[src/rtl/uart_tx_if.sv]
// uart_tx_if: byte handshake, frame configuration, bit-rate clock and serial line of uart_tx.
`timescale 1ns/1ps
interface uart_tx_if;
    logic       clk_uart;
    logic       uart_enable;
    logic       data_size;
    logic       parity_en;
    logic [1:0] parity_mode;
    logic       stop_bit_size;
    logic [7:0] data;
    logic       send;
    logic       ready;
    logic       busy;
    logic       done;
    logic       tx;
    modport master (
        output clk_uart, data_size, parity_en, parity_mode, stop_bit_size, data, send,
        input  uart_enable, ready, busy, done, tx
    );
    modport slave (
        input  clk_uart, data_size, parity_en, parity_mode, stop_bit_size, data, send,
        output uart_enable, ready, busy, done, tx
    );
endinterface

[src/rtl/uart_tx.sv]
// uart_tx: buffered UART transmitter, 7/8 data bits, optional parity, 1/2 stop bits,
// with a one-byte holding register so queued frames follow each other with no idle gap.
`timescale 1ns/1ps
module uart_tx (
    input logic    clk,
    input logic    rst,
    uart_tx_if.slave u
);
    typedef enum logic [2:0] {IDLE, START, DATA, PARITY, STOP} state_t;
    state_t     state, state_n;
    logic       clk_uart_d, tick, hold_valid, load;
    logic       tx_q, tx_n, done_q, done_n;
    logic       size_q, par_en_q, par_q, stop_q;
    logic [2:0] cnt, cnt_n;
    logic [7:0] hold, sh;
    assign tick          = u.clk_uart & ~clk_uart_d;
    assign u.ready       = ~hold_valid;
    assign u.busy        = state != IDLE;
    assign u.done        = done_q;
    assign u.tx          = tx_q;
    assign u.uart_enable = hold_valid | u.busy;
    always_ff @(posedge clk) begin
        if (!rst) begin
            state      <= IDLE;
            hold_valid <= 1'b0;
            cnt        <= 3'd0;
            clk_uart_d <= 1'b0;
            tx_q       <= 1'b1;
            done_q     <= 1'b0;
        end else begin
            state      <= state_n;
            hold_valid <= ~load & (hold_valid | u.send);
            cnt        <= cnt_n;
            clk_uart_d <= u.clk_uart;
            tx_q       <= tx_n;
            done_q     <= done_n;
        end
    end
    // Frame configuration and parity are frozen at load so mid-frame changes only affect the next frame.
    always_ff @(posedge clk) begin
        if (u.send && !hold_valid) hold <= u.data;
        if (load) begin
            sh       <= hold;
            size_q   <= u.data_size;
            par_en_q <= u.parity_en;
            stop_q   <= u.stop_bit_size;
            par_q    <= u.parity_mode[0] ^ (u.parity_mode[1] & (u.data_size ? ^hold : ^hold[6:0]));
        end
    end
    always_comb begin
        state_n = state;
        cnt_n   = cnt;
        tx_n    = tx_q;
        done_n  = 1'b0;
        load    = 1'b0;
        if (tick) begin
            case (state)
                IDLE:    load = hold_valid;
                START: begin
                    state_n = DATA;
                    cnt_n   = 3'd0;
                    tx_n    = sh[0];
                end
                DATA: begin
                    if (cnt == (size_q ? 3'd7 : 3'd6)) begin
                        state_n = par_en_q ? PARITY : STOP;
                        cnt_n   = 3'd0;
                        tx_n    = par_en_q ? par_q : 1'b1;
                    end else begin
                        cnt_n = cnt + 3'd1;
                        tx_n  = sh[cnt_n];
                    end
                end
                PARITY: begin
                    state_n = STOP;
                    cnt_n   = 3'd0;
                    tx_n    = 1'b1;
                end
                STOP: begin
                    tx_n = 1'b1;
                    if (cnt == {2'b00, stop_q}) begin
                        done_n  = 1'b1;
                        load    = hold_valid;
                        state_n = IDLE;
                    end else begin
                        cnt_n = 3'd1;
                    end
                end
                default: state_n = IDLE;
            endcase
            if (load) begin
                state_n = START;
                cnt_n   = 3'd0;
                tx_n    = 1'b0;
            end
        end
    end
endmodule
[src/flat_wrapper.sv]
// flat-port wrapper written by rule: the top's interface ports become plain ports
module uart_tx_flat 
  (clk, rst, u_clk_uart, u_data_size, u_parity_en, u_parity_mode, u_stop_bit_size, u_data, u_send, u_uart_enable, u_ready, u_busy, u_done, u_tx);
  uart_tx_if u_i ();
  input logic clk;
  input logic rst;
  input wire logic [$bits(u_i.clk_uart)-1:0] u_clk_uart;
  input wire logic [$bits(u_i.data_size)-1:0] u_data_size;
  input wire logic [$bits(u_i.parity_en)-1:0] u_parity_en;
  input wire logic [$bits(u_i.parity_mode)-1:0] u_parity_mode;
  input wire logic [$bits(u_i.stop_bit_size)-1:0] u_stop_bit_size;
  input wire logic [$bits(u_i.data)-1:0] u_data;
  input wire logic [$bits(u_i.send)-1:0] u_send;
  output wire logic [$bits(u_i.uart_enable)-1:0] u_uart_enable;
  output wire logic [$bits(u_i.ready)-1:0] u_ready;
  output wire logic [$bits(u_i.busy)-1:0] u_busy;
  output wire logic [$bits(u_i.done)-1:0] u_done;
  output wire logic [$bits(u_i.tx)-1:0] u_tx;
  assign u_i.clk_uart = u_clk_uart;
  assign u_i.data_size = u_data_size;
  assign u_i.parity_en = u_parity_en;
  assign u_i.parity_mode = u_parity_mode;
  assign u_i.stop_bit_size = u_stop_bit_size;
  assign u_i.data = u_data;
  assign u_i.send = u_send;
  assign u_uart_enable = u_i.uart_enable;
  assign u_ready = u_i.ready;
  assign u_busy = u_i.busy;
  assign u_done = u_i.done;
  assign u_tx = u_i.tx;
  uart_tx u_core (.clk(clk), .rst(rst), .u(u_i));
endmodule
[config.mk]
export PLATFORM = sky130hd
export DESIGN_NAME = uart_tx_flat
export DESIGN_NICKNAME = d
export VERILOG_FILES = /design/src/rtl/uart_tx_if.sv /design/src/rtl/uart_tx.sv /design/src/flat_wrapper.sv
export SDC_FILE = /design/constraint.sdc
export NUM_CORES = 1
export LEC_CHECK = 0
export BUFFER_PORTS_ARGS = -buffer_cell sky130_fd_sc_hd__buf_2
export CORE_UTILIZATION = 63
export CTS_BUF_LIST = sky130_fd_sc_hd__clkbuf_8
export DETAILED_ROUTE_END_ITERATION = 6
export PLACE_DENSITY = 0.95
export SYNTH_ARGS = -nofsm -noshare
export SYNTH_HDL_FRONTEND = slang
export SYNTH_SLANG_ARGS = --single-unit
[constraint.sdc]
create_clock -name clk -period 4.8 [get_ports clk]
set_input_delay 0.96 -clock clk [delete_from_list [all_inputs] [get_ports clk]]
set_output_delay 0.96 -clock clk [all_outputs]
set_load 0.01 [all_outputs]
==> metrics.md, run 1 <==
| Metric | Value |
|---|---|
| CP delay by family, top | simple AND/OR/NAND/NOR gates |
| Mux cell area share after synthesis | 3.90% |
| Crit path launch type | flop |
| Final hold vios | 0 |
| Fin area | 1660 sq um |
| Largest family of logic cells by synthesized area | simple AND/OR/NAND/NOR gates |
| Resized cells post-CTS | 0 |
| Largest net degree at the start of global routing | 16 |
| Top cell type's share of synthesized area | 39.9% |
| Number of flops mapped to enable cells by yosys | 20 |
| Static leakage | 0.000638 uW |
| Synth top area cells | edfxtp_1 40%, dfxtp_1 13%, xnor2_1 3.5%, o21ai_0 2.3%, nor2_1 2.0% |
| Fill cell count | 152 |
| Syn_area_per_cell | 12.6 sq um |
| Post-synth ARST share | 0% |
| Pwr dens | 335 nW/um^2 |
| Yosys top cell by area | edfxtp_1 |
| Post-DRT Antenna Nets | 0 |
| Die W | 50.9 um |
| Die area | 2590 sq um |
| Maximum clock frequency | 0.415 GHz |
| Routed WL | 2940 um |
| Area growth syn-to-layout | 10.4% |
| CTS buffer count | 5 |
| Placer Congestion | 0.904 |
| All-layer global routing usage | 27.1% |
| Complex-gate fraction of the synthesized area | 13.9% |
| Synth cell count leaders | 20 x edfxtp_1, 10 x dfxtp_1, 8 x nor2_1, 7 x nand2_1, 7 x o21ai_0 |
| Rel. slew slack | 27.1% |
| Reg2reg start | u_core.cnt[0] |
| Critical path's largest stage delay | 0.55 ns |
| Share of layout cells above drive strength 1 | 27.3% |
| First-pass DRT Iterations | 4 |
| Routed length per instance | 17.2 um |
| Max-cap viol count | 0 |
| Clock-pin slew of the registers on the worst-case setup and hold paths | 0.06 ns |
| Final worst path period share | 50.2% |
| Iter 0 DRT Violations | 25 |
| DPL Wire Length | 2110 um |
| Max-slew violation count | 0 |
| Worst-path maximum fanout | 15 |
| Worst-margin pin slew | 1.09 ns |
| Starting Density | 67.5% |
| RSZ-0062 raised after global routing | false |
| # rows | 17 |
| Setup Crit Path Kind | flop to output pin |
| Via density | 6.08 |
| CTS Buffer Depth | 2 |
| XOR/XNOR Fraction of Synth Area | 8.55% |
| Post-synth cell types | 48 |
| Antenna cells | 0 |
| Reg-to-reg endpoint | u_core.sh[7] |
| Clock sink count | 30 |
| VDD IR max | 0.000344 V |
| Adder-cell area share of the yosys netlist | 0.831% |
| Vias in the first global route | 1121 |
| Root buffer cell | clkbuf_8 |
| Worst-Skew Late Latency | 0.27 ns |
| Most used flip-flop cell after synthesis | edfxtp_1 |
| Mapped Area | 1510 sq um |
| First-pass GRT wire length | 4980 um |
| Vias | 1039 |
| Worst hold path depth | 0 |
| Post-CTS Setup Inserts | 0 |
| Setup slack, reg-to-reg | 2.49 ns |
| Setup TNS | 0 ns |
| Worst path arrival time | 1.45 ns |
| Clk_skew | 0.00412 ns |
| Register area share after synthesis | 53.2% |
| Status | finished clean |
| Nets@finish | 160 |
| Total congestion overflow | 0 |
| FF-to-FF path depth | 4 |
| Yosys reg bits | 30 |
| Critical Path Sink | u_uart_enable |
| Most common cell in the netlist | edfxtp_1 |
| Initial antenna violation count | 0 |
| Mapped Cells | 120 |
| Die height | 50.9 um |
| PortBufs | 21 |
| H-tree levels | 2 |
| Syn nets | 138 |
| Cts hold-fix bufs | 0 |
| Worst Setup End Kind | output pin |
| Placed inst area | 1580 sq um |
| TritonCTS clock tree | built |
| Crit path cell chain | or4_4 > buf_2 |
| Total I/O pin count | 22 |
| Worst path buffer plus inverter count | 1 |
| Core Box Area | 2230 sq um |
| Required time worst endpoint | 3.84 ns |
| Ys Warns | 0 |
| Worst Hold Class | flop to flop |
| Min Tclk post-route | 2.41 ns |
| Critical path startpoint | u_core.state[2] |
| Final Setup Violations | 0 |
| Worst path slowest cell | or4_4 |
| Residual DRC | 0 |
| WP depth | 2 |
| Synth Area in Simple Gates | 14.4% |
-- worst min-delay path by stage --
stage | slack, ns | from | endpoint
6_report | 0.45 | u_core.hold[7] | u_core.sh[7]
5_1_grt | 0.47 | u_core.hold[7] | u_core.sh[7]
4_1_cts | 0.45 | u_core.hold[7] | u_core.sh[7]
3_5_place_dp | 0.44 | u_core.hold[7] | u_core.sh[7]
3_3_place_gp | 0.43 | u_core.hold[1] | u_core.sh[1]
2_1_floorplan | 0.43 | u_core.hold[7] | u_core.sh[7]
-- per-layer routing --
layer  track usage [%]  part of all wire (%)  wire length (um)  up-vias
li1                  -                     -                 -      490
met1              30.3                    38              1110      489
met2              48.0                    53              1570       52
met3              7.14                   6.9               203        8
met4              11.6                   1.9                55        0
met5                 0                     0                 0        -
-- per-stage QoR --
| stage | util [%] | hold WS [ns] | setup slack (ns) | std cells | power (uW) |
|---|---|---|---|---|---|
| after detailed placement | 70.8 | 0.436 | 2.26 | 163 | 377 |
| after global routing | 74.5 | 0.472 | 2.33 | 171 | 582 |
| after floorplan | - | 0.426 | 2.62 | 120 | 356 |
| final | 74.5 | 0.449 | 2.39 | 171 | 557 |
| after CTS | 74.5 | 0.451 | 2.41 | 171 | 559 |
| after global placement | 70.8 | 0.432 | 2.36 | 163 | 371 |
-- cell type report --
type / instances / area [sq um] / share of cell area (%)
Sequential cell: 30 / 801 / 48.2
Multi-Input combinational cell: 80 / 626 / 37.6
Timing Repair Buffer: 21 / 105 / 6.32
Clock buffer: 5 / 68.8 / 4.14
Tap cell: 28 / 35.0 / 2.11
Inverter: 4 / 15.0 / 0.903
Clock inverter: 3 / 12.5 / 0.752
-- cell usage in the layout (no fill, tap or decap), drive strengths merged, types with 2 or more instances in the layout --
| cell type | n |
|---|---|
| xor2 | 4 |
| o31ai | 2 |
| buf | 21 |
| clkbuf | 5 |
| clkinv | 2 |
| o21bai | 2 |
| a32oi | 2 |
| o21ai | 7 |
| nand2 | 8 |
| edfxtp | 20 |
| nor2b | 3 |
| a31o | 2 |
| or2b | 2 |
| xnor2 | 6 |
| inv | 5 |
| mux4 | 2 |
| a31oi | 2 |
| or2 | 3 |
| nand3 | 3 |
| nor2 | 8 |
| a21oi | 4 |
| dfxtp | 10 |
| and4 | 2 |
| and2b | 2 |
-- power breakdown --
group / internal (uW) / switching [uW] / leakage (uW)
registers: 290 / 11.2 / 0.000268
clock network: 97.1 / 87.1 / 0.0000468
logic: 34.7 / 37.0 / 0.000324
-- cell families (layout without fill, tap and decap cells) --
| logic type | count (synthesis) | count (layout) |
|---|---|---|
| xor gates and xnor gates | 11 | 11 |
| buffers and inverters | 10 | 33 |
| DFF | 30 | 30 |
| adders and majority gates | 1 | 1 |
| AOI/OAI and AO/OA | 27 | 27 |
| and+or+nand+nor | 38 | 38 |
| muxes | 3 | 3 |
-- sequential cells by signal, indices dropped and copies added (netlist names) --
name and count:
u_core.hold 8, u_core.sh 8, u_core.cnt 3, u_core.state 3
u_core.clk_uart_d 1, u_core.hold_valid 1, u_core.par_en_q 1, u_core.par_q 1
u_core.size_q 1, u_core.stop_q 1, u_core.u.done 1, u_core.u.tx 1
No activity file was read; power rests on OpenSTA's default activity.
==> inputs of run 2 (changes only) <==
CORE_UTILIZATION = 58   (was 63)
PLACE_DENSITY = 0.91   (was 0.95)
clock period = 2.25 ns   (was 4.8 ns; I/O delays follow)
==> metrics.md, run 2 (same netlist as run 1, synthesis figures left out) <==
| Metric | Value |
|---|---|
| Status | finished clean |
| Required time worst endpoint | 1.80 ns |
| Worst hold path depth | 1 |
| Final hold vios | 0 |
| All-layer global routing usage | 22.9% |
| Total I/O pin count | 22 |
| Static leakage | 0.000657 uW |
| Min-Delay Endpoint | u_core.stop_q |
| Comb pwr share | 11.6% |
| Largest net degree at the start of global routing | 16 |
| Resized cells post-CTS | 0 |
| Setup TNS | 0 ns |
| Final Setup Violations | 0 |
| Die height | 53.0 um |
| Register area | 801 sq um |
| Min-delay src | u_stop_bit_size |
| Worst path slowest cell | or4_4 |
| Placed inst area | 1590 sq um |
| CP delay by family, top | simple AND/OR/NAND/NOR gates |
| Maximum clock frequency | 0.533 GHz |
| Initial antenna violation count | 0 |
| P_sw | 290 uW |
| Met3 WL post-DR | 119 um |
| Die W | 53.0 um |
| PortBufs | 21 |
| Core Box Area | 2450 sq um |
| Starting Density | 61.4% |
| Max-cap viol count | 0 |
| Clock-pin slew of the registers on the worst-case setup and hold paths | 0.07 ns |
| VDD IR max | 0.000651 V |
| Die area | 2810 sq um |
| Share of layout cells above drive strength 1 | 27.8% |
| Worst Hold Class | input pin to flop |
| Critical path's largest stage delay | 0.57 ns |
| Placer Congestion | 0.895 |
| Max Used Layer | met4 |
| Met2 WL post-DR | 1310 um |
| Post-CTS Setup Inserts | 0 |
| Worst path arrival time | 1.43 ns |
| Fin area | 1700 sq um |
| Nets@finish | 161 |
| Biggest regs | u_core.hold (8), u_core.sh (8) |
| Setup slack, reg-to-reg | 0.48 ns |
| Fill cell count | 186 |
| Reg-to-reg endpoint | u_core.u.tx |
| Clk_skew | 0.0102 ns |
| Worst Setup End Kind | output pin |
| Routed length per instance | 15.6 um |
| Total congestion overflow | 0 |
| Root buffer cell | clkbuf_8 |
| Antenna cells | 0 |
| Routed WL | 2710 um |
| Worst path buffer plus inverter count | 1 |
| Iter 0 DRT Violations | 24 |
| Cts hold-fix bufs | 0 |
| Seq pwr share | 49.2% |
| RSZ-0062 raised after global routing | false |
| # rows | 18 |
| Final worst path period share | 83.4% |
| Pwr dens | 769 nW/um^2 |
| CTS buffer count | 5 |
| Via density | 5.91 |
| Worst-Skew Late Latency | 0.28 ns |
| Most common cell after layout, fill and taps aside | buf_2 |
| Worst-margin pin slew | 0.641 ns |
| Worst-path maximum fanout | 12 |
| Setup Crit Path Kind | flop to output pin |
| Most frequent cells in the layout | 21 x buf_2, 20 x edfxtp_1, 10 x dfxtp_1 |
| H-tree levels | 2 |
| CTS Buffer Depth | 2 |
| FF-to-FF path depth | 4 |
| Rel. slew slack | 57.2% |
| Clock sink count | 30 |
| Reg2reg start | u_core.cnt[0] |
| Post-DRT Antenna Nets | 0 |
| Switch share | 22.2% |
| Residual DRC | 0 |
| DPL Wire Length | 1940 um |
| Max-slew violation count | 0 |
| Min Tclk post-route | 1.88 ns |
| Multi-input gate area | 626 sq um |
| First-pass GRT wire length | 4200 um |
| Final core utilization | 69.2% |
| TritonCTS clock tree | built |
| Crit path launch type | flop |
| Vias | 1029 |
| First-pass DRT Iterations | 4 |
| Vias in the first global route | 978 |
| Clock power frac | 39.3% |
| Internal power | 1020 uW |
| Crit path cell chain | or4_4 > buf_2 |
| Area growth syn-to-layout | 12.7% |
| Met1 wire length | 1210 um |
-- run 2: how the worst max path moves through the flow --
stage / endpoint / cells after the start / from / slack, ns
4_1_cts: u_uart_enable / 2 / u_core.state[0] / 0.38
6_report: u_uart_enable / 2 / u_core.state[0] / 0.37
5_1_grt: u_uart_enable / 2 / u_core.state[2] / 0.31
2_1_floorplan: u_core.par_en_q / 5 / u_core.cnt[0] / 0.38
3_3_place_gp: u_core.u.tx / 4 / u_core.cnt[0] / 0.58
3_5_place_dp: u_core.u.tx / 4 / u_core.cnt[0] / 0.47
-- run 2: stage by stage --
step / std cells / hold WS, ns / worst slack (ns) / power (uW)
2_1_floorplan: 120 / 0.426 / 0.376 / 759
6_report: 174 / 0.347 / 0.375 / 1310
5_1_grt: 174 / 0.329 / 0.312 / 1350
3_3_place_gp: 166 / 0.431 / 0.584 / 794
4_1_cts: 174 / 0.336 / 0.375 / 1310
3_5_place_dp: 166 / 0.437 / 0.465 / 802
-- run 2: power by group through the flow --
stage	combinational, uW	sequential, uW	clock, uW
after global placement	143	652	0
after floorplan	116	644	0
after detailed placement	149	653	0
after global routing	163	645	547
final	151	642	513
after CTS	150	642	520
-- run 2: layout make-up --
class / instances / area share [%]
timing repair buffer: 22 / 6.63
inverter: 4 / 0.884
clock buffer: 5 / 4.05
sequential: 30 / 47.2
multi-input combinational: 80 / 36.8
clock inverter: 3 / 2.21
tap: 30 / 2.21
-- run 2: routing by layer --
layer	vias to the layer above	global-route usage (%)
li1	486	-
met1	500	25.3
met2	35	37.8
met3	8	8.62
met4	0	12.3
met5	-	0
==> inputs of run 3 (changes only) <==
CORE_UTILIZATION = 53   (was 58)
PLACE_DENSITY = 0.88   (was 0.91)
clock period = 1.6 ns   (was 2.25 ns; I/O delays follow)
==> metrics.md, run 3 (same netlist as run 1, synthesis figures left out) <==
| Metric | Value |
|---|---|
| Root buffer cell | clkbuf_8 |
| Share of layout cells above drive strength 1 | 42.1% |
| Die height | 55.3 um |
| Finished Layout Cells | 189 |
| Violated checks | negative setup slack |
| First-pass GRT wire length | 4890 um |
| Required time worst endpoint | 1.79 ns |
| Antenna cells | 0 |
| Multi-input gate area | 694 sq um |
| Placed cells | 172 |
| Worst-margin pin slew | 0.332 ns |
| Crit path launch type | flop |
| Die W | 55.3 um |
| Static leakage | 0.000750 uW |
| Worst-Skew Late Latency | 0.29 ns |
| Setup Crit Path Kind | flop to flop |
| Fill cell count | 173 |
| H-tree levels | 2 |
| Worst Setup End Kind | flop |
| Min Tclk post-route | 1.63 ns |
| DPL Wire Length | 2110 um |
| CTS buffer count | 5 |
| Final hold vios | 0 |
| Crit path cell chain | buf_12 > xor2_4 > o31ai_4 > buf_4 > a31oi_4 > and3_1 > a31o_1 |
| Critical path's largest stage delay | 0.35 ns |
| Post-DRT Antenna Nets | 0 |
| Clock sink count | 30 |
| First-pass DRT Iterations | 4 |
| Routed length per instance | 17.4 um |
| PortBufs | 21 |
| Pwr dens | 927 nW/um^2 |
| # rows | 18 |
| Initial antenna violation count | 0 |
| Starting Density | 58.2% |
| Largest net degree at the start of global routing | 14 |
| Most frequent cells in the layout | 21 x buf_2, 20 x edfxtp_1, 12 x buf_4 |
| Core Box Area | 2590 sq um |
| Max-slew violation count | 0 |
| Area growth syn-to-layout | 26.5% |
| CTS Buffer Depth | 2 |
| Most common cell after layout, fill and taps aside | buf_2 |
| Worst-path maximum fanout | 6 |
| Post-route setup slack | -0.0273 ns |
| Status | finished, violations left |
| Cts hold-fix bufs | 0 |
| Worst path arrival time | 1.81 ns |
| RSZ-0062 raised after global routing | true |
| CP delay by family, top | compound AO/OA/AOI/OAI gates |
| Die area | 3060 sq um |
| Max-cap viol count | 0 |
| Worst path buffer plus inverter count | 2 |
| Register area | 816 sq um |
| Final Power | 1770 uW |
| Biggest regs | u_core.hold (8), u_core.sh (8) |
| Via density | 5.93 |
| Vias | 1121 |
| Residual DRC | 0 |
| Vias in the first global route | 1058 |
| Worst path slowest cell | dfxtp_4 |
| Total I/O pin count | 22 |
| Final worst path period share | 102% |
| Final Setup Violations | 10 |
| Maximum clock frequency | 0.615 GHz |
| Worst Hold Class | input pin to flop |
| Clk_skew | 0.00759 ns |
| All-layer global routing usage | 21.6% |
| Nets@finish | 176 |
| Clock-pin slew of the registers on the worst-case setup and hold paths | 0.07 ns |
| Routed WL | 3280 um |
| Total congestion overflow | 0 |
| Placer Congestion | 0.910 |
| Iter 0 DRT Violations | 48 |
| VDD IR max | 0.000904 V |
| TritonCTS clock tree | built |
| Rel. slew slack | 77.8% |
## run 3: cell count changes in the layout (fill, tap and decap cells not counted), sizes merged
cell / change
clkinv: +2
buf: +15
clkinvlp: +1
bufinv: -1
inv: -2
## run 3: routing by layer
layer	vias up	GRT usage [%]	wire length [um]
met4	0	11.8	90
met3	12	5.15	252
met5	-	0	0
met1	526	24.7	1290
met2	62	37.0	1650
li1	521	-	-
## run 3: worst paths after layout
path,from,endpoint,slack [ns],cells past startpoint
setup / recovery,u_core.cnt[0],u_core.cnt[2],-0.03,7
hold / removal,u_data[1],u_core.hold[1],0.21,1
setup reg to reg,u_core.cnt[0],u_core.cnt[2],-0.03,7
hold reg to reg,u_core.hold[7],u_core.sh[7],0.45,0
## run 3: final cells by class
class                      instances  area share (%)
sequential                        30            42.8
multi-input combinational         80            36.4
timing repair buffer              37            13.5
clock buffer                       5            3.61
tap                               30            1.97
clock inverter                     3           0.854
inverter                           4           0.788
## run 3: metrics by stage
stage	util, %	cell area, sq um	setup TNS, ns	hold slack, ns	setup WS (ns)
after floorplan	-	1510	0	0.419	0.0817
after global placement	64.4	1670	0	0.431	0.0635
after detailed placement	64.4	1670	0	0.434	0.0217
after CTS	70.0	1810	-0.0284	0.197	-0.0284
after global routing	73.6	1910	-0.604	0.191	-0.0748
final	73.6	1910	-0.0788	0.207	-0.0273
## run 3: report_power, final
part	internal (uW)	switching (uW)
combinational	147	136
clock	297	292
sequential	866	27.3
total	1310	456
## run 3: timing repair
action                     in CTS  in global routing
cloned                          0                  1
pin swaps                       1                  8
setup endpoints to repair       3                 18
gates resized for setup         8                 10
buffers inserted                4                  4
